## config.mk

```make
export PLATFORM = sky130hd
export DESIGN_NAME = freoff_seq_ctrl
export DESIGN_NICKNAME = d
export VERILOG_FILES = /design/src/rtl/freoff_seq_ctrl.sv
export SDC_FILE = /design/constraint.sdc
export NUM_CORES = 1
export LEC_CHECK = 0
export BUFFER_PORTS_ARGS = -buffer_cell sky130_fd_sc_hd__buf_4
export CAP_MARGIN = 40
export CORE_ASPECT_RATIO = 2
export CORE_MARGIN = 8
export CORE_UTILIZATION = 45
export DETAILED_ROUTE_END_ITERATION = 8
export GPL_ROUTABILITY_DRIVEN = 1
export PLACE_DENSITY = 0.72
export SKIP_LAST_GASP = 1
export SLEW_MARGIN = 30
export SYNTH_ARGS = -nofsm -noshare
export SYNTH_HDL_FRONTEND = slang
export SYNTH_SLANG_ARGS = --single-unit
```

## constraint.sdc

```tcl
create_clock -name clk -period 2.8 [get_ports clk]
set_input_delay 0.28 -clock clk [delete_from_list [all_inputs] [get_ports clk]]
set_output_delay 0.28 -clock clk [all_outputs]
set_load 0.05 [all_outputs]
```

## src/rtl/freoff_seq_ctrl.sv

```systemverilog
// Frame sequencer for the frequency-offset estimate/compensate stage: enable, estimation wait,
// strobe gating per OFDM symbol and pipeline drain. Optional counters under FREOFF_SEQ_STATS_EN.
module freoff_seq_ctrl #(
  parameter int SYM_LEN     = 320,
  parameter int EST_TIMEOUT = 64,
  parameter int DRAIN_CYC   = 32
) (
  input  logic       clk,
  input  logic       rst,
  input  logic       ce,
  input  logic       pkt_det,
  input  logic [7:0] num_sym,
  input  logic       est_rdy,
  input  logic       stb_in,
  output logic       fo_ena,
  output logic       fo_stb,
  output logic       sym_start,
  output logic [7:0] sym_idx,
  output logic       busy,
  output logic       frame_done,
  output logic       est_timeout
`ifdef FREOFF_SEQ_STATS_EN
  ,
  output logic [15:0] frame_cnt,
  output logic [15:0] tmo_cnt
`endif
);

  localparam int SW = (SYM_LEN > 1) ? $clog2(SYM_LEN) : 1;
  localparam int TW = (EST_TIMEOUT > 1) ? $clog2(EST_TIMEOUT) : 1;
  localparam int DW = (DRAIN_CYC > 1) ? $clog2(DRAIN_CYC) : 1;
  localparam logic [SW-1:0] SAMP_LAST  = SW'(SYM_LEN - 1);
  localparam logic [TW-1:0] TMO_LAST   = TW'(EST_TIMEOUT - 1);
  localparam logic [DW-1:0] DRAIN_LAST = DW'(DRAIN_CYC - 1);

  typedef enum logic [1:0] {IDLE, WAIT_EST, RUN, DRAIN} state_e;

  state_e        state_q, state_d;
  logic [7:0]    last_q, last_d;
  logic [7:0]    idx_q, idx_d;
  logic [SW-1:0] samp_q, samp_d;
  logic [TW-1:0] wait_q, wait_d;
  logic [DW-1:0] drain_q, drain_d;
  logic          ena_q, ena_d;
  logic          sym_start_q, sym_start_d;
  logic          frame_done_q, frame_done_d;
  logic          est_timeout_q, est_timeout_d;

  assign fo_stb = stb_in & ce & (state_q == RUN);

  always_comb begin
    state_d       = state_q;
    last_d        = last_q;
    idx_d         = idx_q;
    samp_d        = samp_q;
    wait_d        = wait_q;
    drain_d       = drain_q;
    sym_start_d   = 1'b0;
    frame_done_d  = 1'b0;
    est_timeout_d = 1'b0;
    case (state_q)
      IDLE: begin
        if (pkt_det) begin
          state_d = WAIT_EST;
          // last_q holds the index of the final symbol, so a zero count collapses to one symbol
          last_d  = (num_sym == 8'd0) ? 8'd0 : num_sym - 8'd1;
          idx_d   = 8'd0;
          samp_d  = '0;
          wait_d  = '0;
          drain_d = '0;
        end
      end
      WAIT_EST: begin
        if (est_rdy) begin
          state_d = RUN;
        end else if (wait_q == TMO_LAST) begin
          state_d       = IDLE;
          est_timeout_d = 1'b1;
        end else begin
          wait_d = wait_q + 1'b1;
        end
      end
      RUN: begin
        if (fo_stb) begin
          sym_start_d = (samp_q == '0);
          if (samp_q == SAMP_LAST) begin
            samp_d = '0;
            if (idx_q == last_q) begin
              state_d = DRAIN;
            end else begin
              idx_d = idx_q + 8'd1;
            end
          end else begin
            samp_d = samp_q + 1'b1;
          end
        end
      end
      DRAIN: begin
        if (drain_q == DRAIN_LAST) begin
          state_d      = IDLE;
          frame_done_d = 1'b1;
          idx_d        = 8'd0;
        end else begin
          drain_d = drain_q + 1'b1;
        end
      end
      default: state_d = IDLE;
    endcase
    ena_d = (state_d != IDLE);
  end

  always_ff @(posedge clk) begin
    if (rst) begin
      state_q       <= IDLE;
      last_q        <= 8'd0;
      idx_q         <= 8'd0;
      samp_q        <= '0;
      wait_q        <= '0;
      drain_q       <= '0;
      ena_q         <= 1'b0;
      sym_start_q   <= 1'b0;
      frame_done_q  <= 1'b0;
      est_timeout_q <= 1'b0;
    end else begin
      state_q       <= state_d;
      last_q        <= last_d;
      idx_q         <= idx_d;
      samp_q        <= samp_d;
      wait_q        <= wait_d;
      drain_q       <= drain_d;
      ena_q         <= ena_d;
      sym_start_q   <= sym_start_d;
      frame_done_q  <= frame_done_d;
      est_timeout_q <= est_timeout_d;
    end
  end

  // The stage enable is high in every non-IDLE state, so busy shares its register
  assign fo_ena      = ena_q;
  assign busy        = ena_q;
  assign sym_start   = sym_start_q;
  assign sym_idx     = idx_q;
  assign frame_done  = frame_done_q;
  assign est_timeout = est_timeout_q;

`ifdef FREOFF_SEQ_STATS_EN
  logic [15:0] frame_cnt_q, tmo_cnt_q;

  always_ff @(posedge clk) begin
    if (rst) begin
      frame_cnt_q <= 16'd0;
      tmo_cnt_q   <= 16'd0;
    end else begin
      if (frame_done_d && (frame_cnt_q != 16'hFFFF)) frame_cnt_q <= frame_cnt_q + 16'd1;
      if (est_timeout_d && (tmo_cnt_q != 16'hFFFF)) tmo_cnt_q <= tmo_cnt_q + 16'd1;
    end
  end

  assign frame_cnt = frame_cnt_q;
  assign tmo_cnt   = tmo_cnt_q;
`endif

endmodule

```

# After elaboration in Yosys (flattened, before gate mapping)
# Index checks and enable logic that the tools add are counted.
[totals] in_bits=14 register_bits=42 elab_cells=80 out_inout_bits=14
[classes] add_sub_neg=5 eq_ne=15 bitwise_logic=6 n_mux=28 n_reduce_logical=16
[ops] cell="$mux 8" count=6
[ops] cell="$mux 9" count=3
[ops] cell="$pmux 8 s3" count=1
[ops] cell="$mux 6" count=3
[ops] cell="$pmux 9 s2" count=1
[ops] cell="$mux 2" count=7
[ops] cell="$ne 2x2->1 const B" count=7
[ops] cell="$pmux 6 s2" count=1
[ops] cell="$mux 5" count=2
[ops] cell="$pmux 5 s2" count=1
[ops] cell="$add 9x1->9 const B" count=1
[ops] cell="$eq 9x9->1 const B" count=1
[ops] cell="$logic_not 9->1" count=1
[ops] cell="$add 8x1->8 const B" count=1
[ops] cell="$eq 8x8->1" count=1
[ops] cell="$logic_not 8->1" count=1
[ops] cell="$pmux 2 s4" count=1
[ops] cell="$reduce_bool 2->1" count=4
[ops] cell="$sub 8x1->8 const B" count=1
[ops] cell="$add 6x1->6 const B" count=1
[ops] cell="$eq 6x6->1 const B" count=1
[ops] cell="$reduce_and 3->1" count=2
[ops] cell="$reduce_and 6->1" count=1
[ops] cell="$reduce_or 3->1" count=2
[ops] cell="other kinds (13)" count=19

# Depth between registers and ports, before layout
# Gate-level depths: netlist (run 1).
[depth] word_depth=6 mapped_depth=9 depth_no_buf=8

# Least setup slack after synthesis (run 1)
# Ideal clock, no wire load.
[synth_timing] path_kind="register -> register" start="reg samp_q[0]" end="reg idx_q[3], in the netlist sym_idx[3]" arrival_ns=2.000 path_buffers=1 path_stages_with_launch=8 synth_period_minus_slack_ns=2.072 required_time_ns=2.728 setup_time_ns=0.072 setup_slack_ns=0.728 cell_sequence="dfxtp_1 ha_1 nand2_2 or4_4 a211o_1 buf_6 or3_1 a21oi_1"
[synth_between] elab_chain_cells=3
[synth_rtl] element="from (decl)" line="41" source="logic [SW-1:0] samp_q, samp_d;"
[synth_rtl] element="from (signal assigned)" line="128" source="samp_q <= samp_d;"
[synth_rtl] element="$eq 9x9->1" line="86" source="if (samp_q == SAMP_LAST) begin"
[synth_rtl] element="$ne 2x1->1 (no source line)"
[synth_rtl] element="$reduce_and 6->1 (no source line)"
[synth_rtl] element="to (signal assigned)" line="127" source="idx_q <= idx_d;"
[synth_rtl] element="to (decl)" line="40" source="logic [7:0] idx_q, idx_d;"
# Every way passes these cells.
# A chain may end at the register's enable or synchronous reset.

# Worst setup path after layout (run 1)
[layout_timing] start="reg samp_q[0]" end="reg idx_q[4], in the netlist sym_idx[4]"
# The elaborated chain is that of the path after synthesis.

==> run_summary.xml, run 1 <==
<?xml version="1.0" encoding="UTF-8"?>
<metrics>
  <group name="synthesis">
    <metric name="synth_seq_cells" unit="">42</metric>
    <metric name="area_contributors_post_synth" unit="">sky130_fd_sc_hd__dfxtp_1 39%, sky130_fd_sc_hd__xor2_1 7.3%, sky130_fd_sc_hd__nor2_1 5.0%, sky130_fd_sc_hd__nand2_1 4.5%, sky130_fd_sc_hd__ha_1 4.0%</metric>
    <metric name="synth_edf_count" unit="">0</metric>
    <metric name="async_reset_ff_share" unit="%">0</metric>
    <metric name="synthFlopType" unit="">sky130_fd_sc_hd__dfxtp_1</metric>
    <metric name="synthesis.area" unit="µm²">2160</metric>
    <metric name="yosysTopAreaCell" unit="">sky130_fd_sc_hd__dfxtp_1</metric>
    <metric name="synthesis.instances" unit="">261</metric>
    <metric name="seq_area_frac_synth" unit="%">38.9</metric>
    <metric name="synth_top_area_share" unit="%">38.9</metric>
    <metric name="syn_nets" unit="">282</metric>
    <metric name="synth_cell_type_count" unit="">41</metric>
    <metric name="count_of_yosys_warnings_during_synthesis" unit="">0</metric>
    <metric name="post_syn_area_per_cell" unit="µm²">8.29</metric>
  </group>
  <group name="layout">
    <metric name="antenna_diode_count" unit="">0</metric>
    <metric name="multi_input_gate_area" unit="µm²">1240</metric>
    <metric name="drive_above_1_share" unit="%">15.2</metric>
    <metric name="synthToLayoutAreaGrowth" unit="%">14.9</metric>
    <metric name="num-fill-cells" unit="">465</metric>
    <metric name="layout_common_cells" unit="">42 x sky130_fd_sc_hd__dfxtp_1, 29 x sky130_fd_sc_hd__nor2_1, 29 x sky130_fd_sc_hd__buf_4</metric>
    <metric name="fin_nets" unit="">310</metric>
    <metric name="ff_latch_area" unit="µm²">841</metric>
    <metric name="mostFrequentLayoutCell" unit="">sky130_fd_sc_hd__dfxtp_1</metric>
  </group>
  <group name="clock_network">
    <metric name="cts-hold-fix-buffers" unit="">0</metric>
    <metric name="cts_tree" unit="">done</metric>
    <metric name="clk_pin_slew_worst_paths" unit="ns">0.08</metric>
    <metric name="postCtsSetupRepairBufs" unit="">0</metric>
    <metric name="ctsRootBufferMaster" unit="">sky130_fd_sc_hd__clkbuf_8</metric>
    <metric name="cts_h_tree_depth" unit="">2</metric>
    <metric name="clock_sinks" unit="">42</metric>
    <metric name="clock_path_buffers" unit="">2</metric>
    <metric name="clk_latency" unit="ns">0.29</metric>
    <metric name="cts_made_buffers" unit="">5</metric>
    <metric name="post_cts_resized" unit="">0</metric>
  </group>
  <group name="run_status">
    <metric name="run_status" unit="">finished, final reports clean</metric>
  </group>
  <group name="timing">
    <metric name="timing.final.crit_period" unit="ns">2.20</metric>
    <metric name="final-max-slew-violation-count" unit="">0</metric>
    <metric name="rsz0062_at_grt" unit="">false</metric>
    <metric name="max_freq" unit="GHz">0.454</metric>
    <metric name="setup-tns-final" unit="ns">0</metric>
    <metric name="slew_headroom" unit="%">63.2</metric>
    <metric name="timing_worst_slew_pin_value" unit="ns">0.552</metric>
    <metric name="final_hold_viol_count" unit="">0</metric>
    <metric name="hold_ws" unit="ns">0.188</metric>
    <metric name="final-setup-viol-count" unit="">0</metric>
    <metric name="finalWorstSetupSlack" unit="ns">0.598</metric>
    <metric name="clock_skew" unit="ns">0.00674</metric>
    <metric name="min_period_over_period" unit="%">78.6</metric>
  </group>
  <group name="pwr">
    <metric name="max-vdd-ir-drop" unit="µV">377</metric>
    <metric name="totalPowerFinal" unit="W">0.00115</metric>
    <metric name="power.density" unit="nW/µm²">462</metric>
    <metric name="power.leakage" unit="nW">1.00</metric>
  </group>
  <group name="routing">
    <metric name="drtIter0Drc" unit="">47</metric>
    <metric name="postRouteWirelength" unit="mm">4.65</metric>
    <metric name="vias" unit="">1908</metric>
    <metric name="wl_per_cell" unit="µm">13.5</metric>
    <metric name="detailed_routing_iteration_count_for_the_pre_antenna_repair_pass" unit="">4</metric>
    <metric name="via_density_per_instance" unit="">5.55</metric>
    <metric name="drc" unit="">0</metric>
    <metric name="ant_nets" unit="">0</metric>
  </group>
  <group name="grt">
    <metric name="grt_pass1_vias" unit="">1861</metric>
    <metric name="gr-total-overflow" unit="">0</metric>
    <metric name="number_of_antenna_violations_at_the_first_check_in_global_routing" unit="">0</metric>
    <metric name="pin_count_of_the_biggest_net_entering_global_routing" unit="">20</metric>
    <metric name="track_usage" unit="%">13.6</metric>
    <metric name="wire_length_of_the_first_global_routing_pass" unit="mm">8.08</metric>
  </group>
  <group name="die">
    <metric name="placement_rows" unit="">35</metric>
    <metric name="floorplan.die_area" unit="µm²">7420</metric>
    <metric name="floorplan.initialDensity" unit="%">47.0</metric>
    <metric name="die_w" unit="µm">65.0</metric>
    <metric name="boundaryPins" unit="">28</metric>
    <metric name="design.core.area" unit="µm²">4600</metric>
    <metric name="die_y" unit="µm">114</metric>
  </group>
  <group name="flow_run">
    <metric name="total_of_max_cap_violations" unit="">0</metric>
  </group>
  <group name="worst_setup_path">
    <metric name="critPathArrivalTime" unit="ns">2.43</metric>
    <metric name="startpoint_type" unit="">flop</metric>
    <metric name="timing.critical_path.required" unit="ns">3.02</metric>
    <metric name="worst-r2r-cell-count" unit="">6</metric>
    <metric name="crit_path_end_kind" unit="">flop</metric>
    <metric name="path_class" unit="">flop to flop</metric>
    <metric name="cp_max_fo" unit="">11</metric>
  </group>
  <group name="place">
    <metric name="dp_hpwl" unit="mm">3.69</metric>
    <metric name="placement.setup.worst_slack" unit="ns">0.623</metric>
    <metric name="place.port_buffers" unit="">27</metric>
    <metric name="globalplace.congestion" unit="">0.817</metric>
  </group>
  <group name="min_path">
    <metric name="hold_class" unit="">primary input to flop</metric>
    <metric name="worstHoldPathCells" unit="">2</metric>
  </group>
</metrics>
==> cells by family (layout without fill, tap and decap cells) <==
family	count (synthesis)	after routing	share of synthesized area (%)
simple gates	121	121	29.7
mux	5	5	2.31
compound gates	43	43	11.3
fa+ha+maj	7	7	4.05
buf+inv	18	46	3.64
xor+xnor	25	25	10.1
flops	42	42	38.9
==> synthesized netlist by cell type (2+ instances only) <==
master,count
sky130_fd_sc_hd__nor3_1,2
sky130_fd_sc_hd__mux2i_1,5
sky130_fd_sc_hd__o21ai_1,3
sky130_fd_sc_hd__xor2_1,18
sky130_fd_sc_hd__and4_1,2
sky130_fd_sc_hd__a211o_1,2
sky130_fd_sc_hd__nand3_1,7
sky130_fd_sc_hd__or3_1,6
sky130_fd_sc_hd__xnor2_1,7
sky130_fd_sc_hd__o21ai_0,17
sky130_fd_sc_hd__a31o_2,2
sky130_fd_sc_hd__dfxtp_1,42
sky130_fd_sc_hd__clkbuf_1,6
sky130_fd_sc_hd__a21oi_1,14
sky130_fd_sc_hd__nand4_1,11
sky130_fd_sc_hd__nand2_1,26
sky130_fd_sc_hd__nor2_1,29
sky130_fd_sc_hd__and2_1,3
sky130_fd_sc_hd__and3_1,5
sky130_fd_sc_hd__nor2b_1,4
sky130_fd_sc_hd__and3_2,3
sky130_fd_sc_hd__ha_1,7
sky130_fd_sc_hd__or4_1,2
sky130_fd_sc_hd__nor4b_1,2
sky130_fd_sc_hd__inv_1,10
sky130_fd_sc_hd__nor4_1,5
sky130_fd_sc_hd__nand2b_1,7
==> sequential cells by signal, indices dropped and copies added (netlist names) <==
name,flops
state_q,2
wait_q,6
drain_q,5
est_timeout,1
sym_start,1
last_q,8
frame_done,1
samp_q,9
busy,1
sym_idx,8
==> metrics by stage <==
stage          cell area, µm²  util, %  std cells
2_1_floorplan            2160        -        261
6_report                 2480     54.0        344
3_5_place_dp             2410     52.4        337
3_3_place_gp             2410     52.4        337
5_1_grt                  2480     54.0        344
4_1_cts                  2480     54.0        344
==> power by group <==
group          internal (W)  switching, W  total (W)
registers          0.000613     0.0000178   0.000631
logic             0.0000583     0.0000886   0.000147
clock network      0.000172      0.000198   0.000369
total              0.000843      0.000304    0.00115
==> final cells by class <==
type | count | share of cell area, %
multi-input combinational | 201 | 50.1
timing repair buffer | 29 | 8.76
tap | 55 | 2.77
inverter | 10 | 1.51
clock buffer | 7 | 3.07
sequential | 42 | 33.8
==> worst paths after layout <==
kind	from	end	slack [ns]
worst min-delay path	est_rdy	est_timeout	0.19
worst min register to register	drain_q[4]	drain_q[4]	0.47
worst max register to register	samp_q[0]	sym_idx[4]	0.60
worst max-delay path	samp_q[0]	sym_idx[4]	0.60
==> routing by layer <==
metal	track usage (%)	up-vias	share of wire (%)
met1	12.7	901	39
met3	3.24	10	3.6
met5	0	-	0
met2	24.8	35	54
met4	9.24	0	3.6
li1	-	962	-
==> worst max-delay path: stages (launching register included) <==
cell and delay, ns:
sky130_fd_sc_hd__dfxtp_1 0.38, sky130_fd_sc_hd__ha_1 0.26, sky130_fd_sc_hd__nand2_2 0.09, sky130_fd_sc_hd__or4_4 0.49
sky130_fd_sc_hd__a211o_1 0.39, sky130_fd_sc_hd__or3_1 0.38, sky130_fd_sc_hd__a21oi_1 0.14
(Power assumes the default switching activity.)
==> run 2, diff against run 1 <==
--- a/config.mk
+++ b/config.mk
@@ -12,7 +12,7 @@
 export CORE_UTILIZATION = 45
 export DETAILED_ROUTE_END_ITERATION = 8
 export GPL_ROUTABILITY_DRIVEN = 1
-export PLACE_DENSITY = 0.72
+export PLACE_DENSITY = 0.74
 export SKIP_LAST_GASP = 1
 export SLEW_MARGIN = 30
 export SYNTH_ARGS = -nofsm -noshare
==> constraint.sdc (replaced) <==
create_clock -name clk -period 2 [get_ports clk]
set_input_delay 0.2 -clock clk [delete_from_list [all_inputs] [get_ports clk]]
set_output_delay 0.2 -clock clk [all_outputs]
set_load 0.05 [all_outputs]
==> run_summary.xml, run 2 (synthesized netlist as in run 1, its figures left out) <==
<?xml version="1.0" encoding="UTF-8"?>
<metrics>
  <group name="layout">
    <metric name="mostFrequentLayoutCell" unit="">sky130_fd_sc_hd__buf_4</metric>
    <metric name="synthToLayoutAreaGrowth" unit="%">26.8</metric>
    <metric name="antenna_diode_count" unit="">0</metric>
    <metric name="drive_above_1_share" unit="%">26.4</metric>
    <metric name="layout_common_cells" unit="">49 x sky130_fd_sc_hd__buf_4, 37 x sky130_fd_sc_hd__dfxtp_1, 29 x sky130_fd_sc_hd__nor2_1</metric>
    <metric name="post-route-util" unit="%">59.7</metric>
    <metric name="multi_input_gate_area" unit="µm²">1330</metric>
    <metric name="largest_register_ff_count" unit="">9</metric>
    <metric name="largest_register" unit="">samp_q</metric>
    <metric name="ff_latch_area" unit="µm²">850</metric>
    <metric name="fin_nets" unit="">331</metric>
    <metric name="num-fill-cells" unit="">438</metric>
  </group>
  <group name="die">
    <metric name="floorplan.initialDensity" unit="%">47.0</metric>
    <metric name="floorplan.die_area" unit="µm²">7420</metric>
    <metric name="design.core.area" unit="µm²">4600</metric>
    <metric name="placement_rows" unit="">35</metric>
    <metric name="die_w" unit="µm">65.0</metric>
    <metric name="boundaryPins" unit="">28</metric>
    <metric name="die_y" unit="µm">114</metric>
  </group>
  <group name="routing">
    <metric name="postRouteWirelength" unit="mm">5.41</metric>
    <metric name="wl_per_cell" unit="µm">14.8</metric>
    <metric name="detailed_routing_iteration_count_for_the_pre_antenna_repair_pass" unit="">4</metric>
    <metric name="via_density_per_instance" unit="">5.50</metric>
    <metric name="vias" unit="">2014</metric>
    <metric name="drtIter0Drc" unit="">77</metric>
    <metric name="drc" unit="">0</metric>
    <metric name="ant_nets" unit="">0</metric>
  </group>
  <group name="worst_setup_path">
    <metric name="critPathTopFamily" unit="">simple AND/OR/NAND/NOR gates</metric>
    <metric name="path_cells" unit="">nand4_1, or4_4, a211o_4, or3_4, a21oi_2</metric>
    <metric name="critical_path.max_stage_delay" unit="ns">0.51</metric>
    <metric name="count_of_buffering_cells_on_the_critical_path_with_inverters_included" unit="">0</metric>
    <metric name="cp_max_fo" unit="">6</metric>
    <metric name="timing.critical_path.required" unit="ns">2.24</metric>
    <metric name="critPathArrivalTime" unit="ns">2.19</metric>
    <metric name="path_class" unit="">flop to flop</metric>
    <metric name="timing.critical_path.slowest_stage_cell" unit="">sky130_fd_sc_hd__or4_4</metric>
    <metric name="startpoint_type" unit="">flop</metric>
    <metric name="crit_path_end_kind" unit="">flop</metric>
  </group>
  <group name="pwr">
    <metric name="power.density" unit="nW/µm²">608</metric>
    <metric name="share_seq_of_total_power" unit="%">52.7</metric>
    <metric name="comb_power_share" unit="%">14.7</metric>
    <metric name="totalPowerFinal" unit="W">0.00167</metric>
    <metric name="power.leakage" unit="nW">1.12</metric>
    <metric name="power.net_switching" unit="W">0.000466</metric>
    <metric name="power.clock.fraction" unit="%">32.6</metric>
    <metric name="switching_share_of_total_power" unit="%">27.9</metric>
    <metric name="max-vdd-ir-drop" unit="µV">441</metric>
    <metric name="intPower" unit="W">0.00120</metric>
  </group>
  <group name="clock_network">
    <metric name="cts_made_buffers" unit="">5</metric>
    <metric name="clock_sinks" unit="">42</metric>
    <metric name="clk_latency" unit="ns">0.31</metric>
    <metric name="clk_pin_slew_worst_paths" unit="ns">0.09</metric>
    <metric name="ctsRootBufferMaster" unit="">sky130_fd_sc_hd__clkbuf_8</metric>
    <metric name="cts-hold-fix-buffers" unit="">0</metric>
    <metric name="cts_h_tree_depth" unit="">2</metric>
    <metric name="clock_path_buffers" unit="">2</metric>
    <metric name="cts_tree" unit="">done</metric>
  </group>
  <group name="timing">
    <metric name="hold_ws" unit="ns">0.104</metric>
    <metric name="clock_skew" unit="ns">0.0144</metric>
    <metric name="final-max-slew-violation-count" unit="">0</metric>
    <metric name="timing_worst_slew_pin_value" unit="ns">0.500</metric>
    <metric name="final_hold_viol_count" unit="">0</metric>
    <metric name="final-setup-viol-count" unit="">0</metric>
    <metric name="max_freq" unit="GHz">0.515</metric>
    <metric name="setup-tns-final" unit="ns">0</metric>
    <metric name="slew_headroom" unit="%">66.4</metric>
    <metric name="timing.final.crit_period" unit="ns">1.94</metric>
    <metric name="min_period_over_period" unit="%">97.1</metric>
    <metric name="rsz0062_at_grt" unit="">false</metric>
  </group>
  <group name="place">
    <metric name="globalplace.congestion" unit="">0.838</metric>
    <metric name="place.port_buffers" unit="">27</metric>
    <metric name="dp_hpwl" unit="mm">4.07</metric>
  </group>
  <group name="grt">
    <metric name="pin_count_of_the_biggest_net_entering_global_routing" unit="">15</metric>
    <metric name="gr-total-overflow" unit="">0</metric>
    <metric name="wire_length_of_the_first_global_routing_pass" unit="mm">9.03</metric>
    <metric name="number_of_antenna_violations_at_the_first_check_in_global_routing" unit="">0</metric>
    <metric name="track_usage" unit="%">15.3</metric>
    <metric name="grt_pass1_vias" unit="">2113</metric>
  </group>
  <group name="min_path">
    <metric name="hold_class" unit="">primary input to flop</metric>
  </group>
  <group name="run_status">
    <metric name="run_status" unit="">finished, final reports clean</metric>
  </group>
  <group name="flow_run">
    <metric name="total_of_max_cap_violations" unit="">0</metric>
  </group>
</metrics>
## run 2: changes by cell type in the layout (fill, tap and decap cells not counted), moves of 3 or more
cell,previous run,this run
sky130_fd_sc_hd__buf_4,29,49
sky130_fd_sc_hd__ha_1,7,4
sky130_fd_sc_hd__dfxtp_2,0,4
sky130_fd_sc_hd__dfxtp_1,42,37
## run 2: cell type report
type | count | area share, %
Timing Repair Buffer | 49 | 13.4
Inverter | 10 | 1.37
Clock buffer | 6 | 2.64
Multi-Input combinational cell | 202 | 48.6
Sequential cell | 42 | 31.0
Clock inverter | 2 | 0.502
Tap cell | 55 | 2.51
## run 2: power by group through the flow
stage	Clock (W)	Sequential (W)	Combinational, W
after floorplan	0	0.000903	0.000137
after global placement	0	0.000897	0.000224
after detailed placement	0	0.000898	0.000227
after CTS	0.000556	0.000880	0.000237
after global routing	0.000591	0.000883	0.000268
final	0.000544	0.000880	0.000245
## run 2: path summary, 6_finish.rpt
| check | from | end | slack [ns] | cells past startpoint |
|---|---|---|---|---|
| max | samp_q[8] | sym_idx[3] | 0.06 | 5 |
| min | est_rdy | est_timeout | 0.10 | 2 |
| max reg2reg | samp_q[8] | sym_idx[3] | 0.06 | 5 |
| min reg2reg | last_q[2] | last_q[2] | 0.47 | 2 |
## run 2: what timing repair did
item                       in CTS  in global routing
hold endpoints to repair        0                  0
resized for setup              12                  5
cloned                          1                  0
setup endpoints to repair       6                  7
pin swaps                       1                  2
buffers inserted                0                  1
## run 2: routing by layer
metal	track usage (%)	share of wire, %	up-vias
li1	-	-	1011
met1	13.4	37	949
met2	28.9	56	41
met3	3.43	3.6	13
met4	10.9	3.5	0
met5	0	0	-
## run 2: per-stage QoR
step	instance area [µm²]	instances	worst slack, ns
3_5_place_dp	2570	356	-0.161
4_1_cts	2710	365	-0.00260
5_1_grt	2740	366	0.00833
3_3_place_gp	2570	356	-0.115
6_report	2740	366	0.0571
2_1_floorplan	2180	261	0.0261
==> run 3, diff against run 2 <==
--- a/config.mk
+++ b/config.mk
@@ -10,9 +10,11 @@
 export CORE_ASPECT_RATIO = 2
 export CORE_MARGIN = 8
 export CORE_UTILIZATION = 45
+export CTS_BUF_LIST = sky130_fd_sc_hd__clkbuf_8
 export DETAILED_ROUTE_END_ITERATION = 8
 export GPL_ROUTABILITY_DRIVEN = 1
 export PLACE_DENSITY = 0.74
+export SETUP_SLACK_MARGIN = 0.3
 export SKIP_LAST_GASP = 1
 export SLEW_MARGIN = 30
 export SYNTH_ARGS = -nofsm -noshare
==> run_summary.xml, run 3 (synthesized netlist as in run 1, its figures left out) <==
<?xml version="1.0" encoding="UTF-8"?>
<metrics>
  <group name="grt">
    <metric name="track_usage" unit="%">14.2</metric>
    <metric name="pin_count_of_the_biggest_net_entering_global_routing" unit="">15</metric>
    <metric name="wire_length_of_the_first_global_routing_pass" unit="mm">8.51</metric>
    <metric name="gr-total-overflow" unit="">0</metric>
    <metric name="grt_pass1_vias" unit="">1992</metric>
    <metric name="number_of_antenna_violations_at_the_first_check_in_global_routing" unit="">0</metric>
  </group>
  <group name="worst_setup_path">
    <metric name="cp_max_fo" unit="">5</metric>
    <metric name="crit_path_end_kind" unit="">flop</metric>
    <metric name="path_cells" unit="">ha_4, and3_4, ha_4, nand2b_4, a21oi_4, a211o_2, and4bb_2, a31o_2</metric>
    <metric name="path_class" unit="">flop to flop</metric>
    <metric name="startpoint_type" unit="">flop</metric>
    <metric name="timing.critical_path.slowest_stage_cell" unit="">sky130_fd_sc_hd__dfxtp_4</metric>
    <metric name="critPathArrivalTime" unit="ns">2.11</metric>
    <metric name="path_common_cell" unit="">sky130_fd_sc_hd__ha_4</metric>
    <metric name="timing.critical_path.required" unit="ns">2.21</metric>
    <metric name="critical_path.max_stage_delay" unit="ns">0.36</metric>
  </group>
  <group name="clock_network">
    <metric name="cts_made_buffers" unit="">5</metric>
    <metric name="clk_latency" unit="ns">0.31</metric>
    <metric name="cts-hold-fix-buffers" unit="">0</metric>
    <metric name="cts_tree" unit="">done</metric>
    <metric name="clock_path_buffers" unit="">2</metric>
    <metric name="cts_h_tree_depth" unit="">2</metric>
    <metric name="ctsRootBufferMaster" unit="">sky130_fd_sc_hd__clkbuf_8</metric>
    <metric name="clk_pin_slew_worst_paths" unit="ns">0.09</metric>
    <metric name="clock_sinks" unit="">42</metric>
  </group>
  <group name="routing">
    <metric name="detailed_routing_iteration_count_for_the_pre_antenna_repair_pass" unit="">4</metric>
    <metric name="drc" unit="">0</metric>
    <metric name="drtIter0Drc" unit="">40</metric>
    <metric name="vias" unit="">2002</metric>
    <metric name="postRouteWirelength" unit="mm">5.34</metric>
    <metric name="wl_per_cell" unit="µm">14.7</metric>
    <metric name="via_density_per_instance" unit="">5.53</metric>
    <metric name="ant_nets" unit="">0</metric>
  </group>
  <group name="place">
    <metric name="dp_hpwl" unit="mm">3.89</metric>
    <metric name="place.port_buffers" unit="">27</metric>
    <metric name="globalplace.congestion" unit="">0.803</metric>
  </group>
  <group name="layout">
    <metric name="synthToLayoutAreaGrowth" unit="%">31.1</metric>
    <metric name="ff_latch_area" unit="µm²">876</metric>
    <metric name="layout_common_cells" unit="">45 x sky130_fd_sc_hd__buf_4, 28 x sky130_fd_sc_hd__nor2_1, 25 x sky130_fd_sc_hd__nand2_1</metric>
    <metric name="mostFrequentLayoutCell" unit="">sky130_fd_sc_hd__buf_4</metric>
    <metric name="fin_nets" unit="">327</metric>
    <metric name="num-fill-cells" unit="">426</metric>
    <metric name="drive_above_1_share" unit="%">33.2</metric>
    <metric name="largest_register_ff_count" unit="">9</metric>
    <metric name="multi_input_gate_area" unit="µm²">1380</metric>
    <metric name="largest_register" unit="">samp_q</metric>
    <metric name="antenna_diode_count" unit="">0</metric>
  </group>
  <group name="timing">
    <metric name="final-max-slew-violation-count" unit="">0</metric>
    <metric name="min_period_over_period" unit="%">95.0</metric>
    <metric name="setup-tns-final" unit="ns">0</metric>
    <metric name="slew_headroom" unit="%">70.6</metric>
    <metric name="timing.final.crit_period" unit="ns">1.90</metric>
    <metric name="rsz0062_at_grt" unit="">true</metric>
    <metric name="timing_worst_slew_pin_value" unit="ns">0.437</metric>
    <metric name="clock_skew" unit="ns">0.0120</metric>
    <metric name="max_freq" unit="GHz">0.526</metric>
    <metric name="final-setup-viol-count" unit="">0</metric>
    <metric name="final_hold_viol_count" unit="">0</metric>
    <metric name="hold_ws" unit="ns">0.0952</metric>
  </group>
  <group name="die">
    <metric name="boundaryPins" unit="">28</metric>
    <metric name="die_w" unit="µm">65.0</metric>
    <metric name="placement_rows" unit="">35</metric>
    <metric name="floorplan.die_area" unit="µm²">7420</metric>
    <metric name="die_y" unit="µm">114</metric>
    <metric name="design.core.area" unit="µm²">4600</metric>
    <metric name="floorplan.initialDensity" unit="%">47.0</metric>
  </group>
  <group name="pwr">
    <metric name="power.density" unit="nW/µm²">685</metric>
    <metric name="max-vdd-ir-drop" unit="µV">582</metric>
    <metric name="power.leakage" unit="nW">1.13</metric>
  </group>
  <group name="flow_run">
    <metric name="total_of_max_cap_violations" unit="">0</metric>
  </group>
  <group name="min_path">
    <metric name="hold_class" unit="">primary input to flop</metric>
  </group>
  <group name="run_status">
    <metric name="run_status" unit="">finished, final reports clean</metric>
  </group>
</metrics>
==> run 3: changes by cell type in the layout (fill, tap and decap cells not counted), sizes merged <==
cell,change
clkbuf,-1
clkinv,-1
buf,-4
bufinv,+2
==> run 3: critical path: cells and delay by family, from the launching register on <==
| family | cells | cell delay (ns) |
|---|---|---|
| AOI/OAI and AO/OA | 3 | 0.58 |
| and+or+nand+nor | 3 | 0.55 |
| DFF | 1 | 0.36 |
| adders and majority gates | 2 | 0.32 |
==> run 3: per-stage QoR <==
stage / area [µm²] / util (%) / cells / setup slack (ns) / power, W
3_5_place_dp: 2540 / 55.2 / 345 / 0.00604 / 0.00113
5_1_grt: 2840 / 61.7 / 362 / 0.0133 / 0.00202
6_report: 2840 / 61.7 / 362 / 0.0998 / 0.00194
2_1_floorplan: 2230 / - / 261 / 0.150 / 0.00104
4_1_cts: 2710 / 58.9 / 354 / 0.107 / 0.00195
3_3_place_gp: 2540 / 55.2 / 345 / 0.0477 / 0.00113
==> run 3: worst paths after layout <==
path | start | end | slack, ns | cells after the start
worst max register to register | drain_q[0] | sym_idx[0] | 0.1 | 8
worst min register to register | last_q[2] | last_q[2] | 0.47 | 2
worst max-delay path | drain_q[0] | sym_idx[0] | 0.1 | 8
worst min-delay path | est_rdy | est_timeout | 0.1 | 2
==> run 3: power by group <==
group,internal (W),switching [W]
sequential,0.000855,0.0000220
clock,0.000500,0.000306
combinational,0.000109,0.000150
==> run 3: what timing repair did <==
action	CTS	global route
resized for setup	10	20
pin swaps	1	4
buffers inserted	1	7
cloned	0	1
setup endpoints to repair	9	20
==> run 3: area by class of cell <==
class,count,share of cell area [%]
Multi-Input combinational cell,202,48.6
Sequential cell,42,30.9
Timing Repair Buffer,45,11.9
Inverter,10,1.32
Clock inverter,3,2.43
Clock buffer,5,2.43
Tap cell,55,2.43
==> run 3: metal layers <==
layer	vias to the layer above	GRT usage, %	wire length (µm)
met1	937	12.8	2050
met5	-	0	0
li1	1004	-	-
met2	50	27.6	2950
met3	11	2.94	203
met4	0	7.92	133
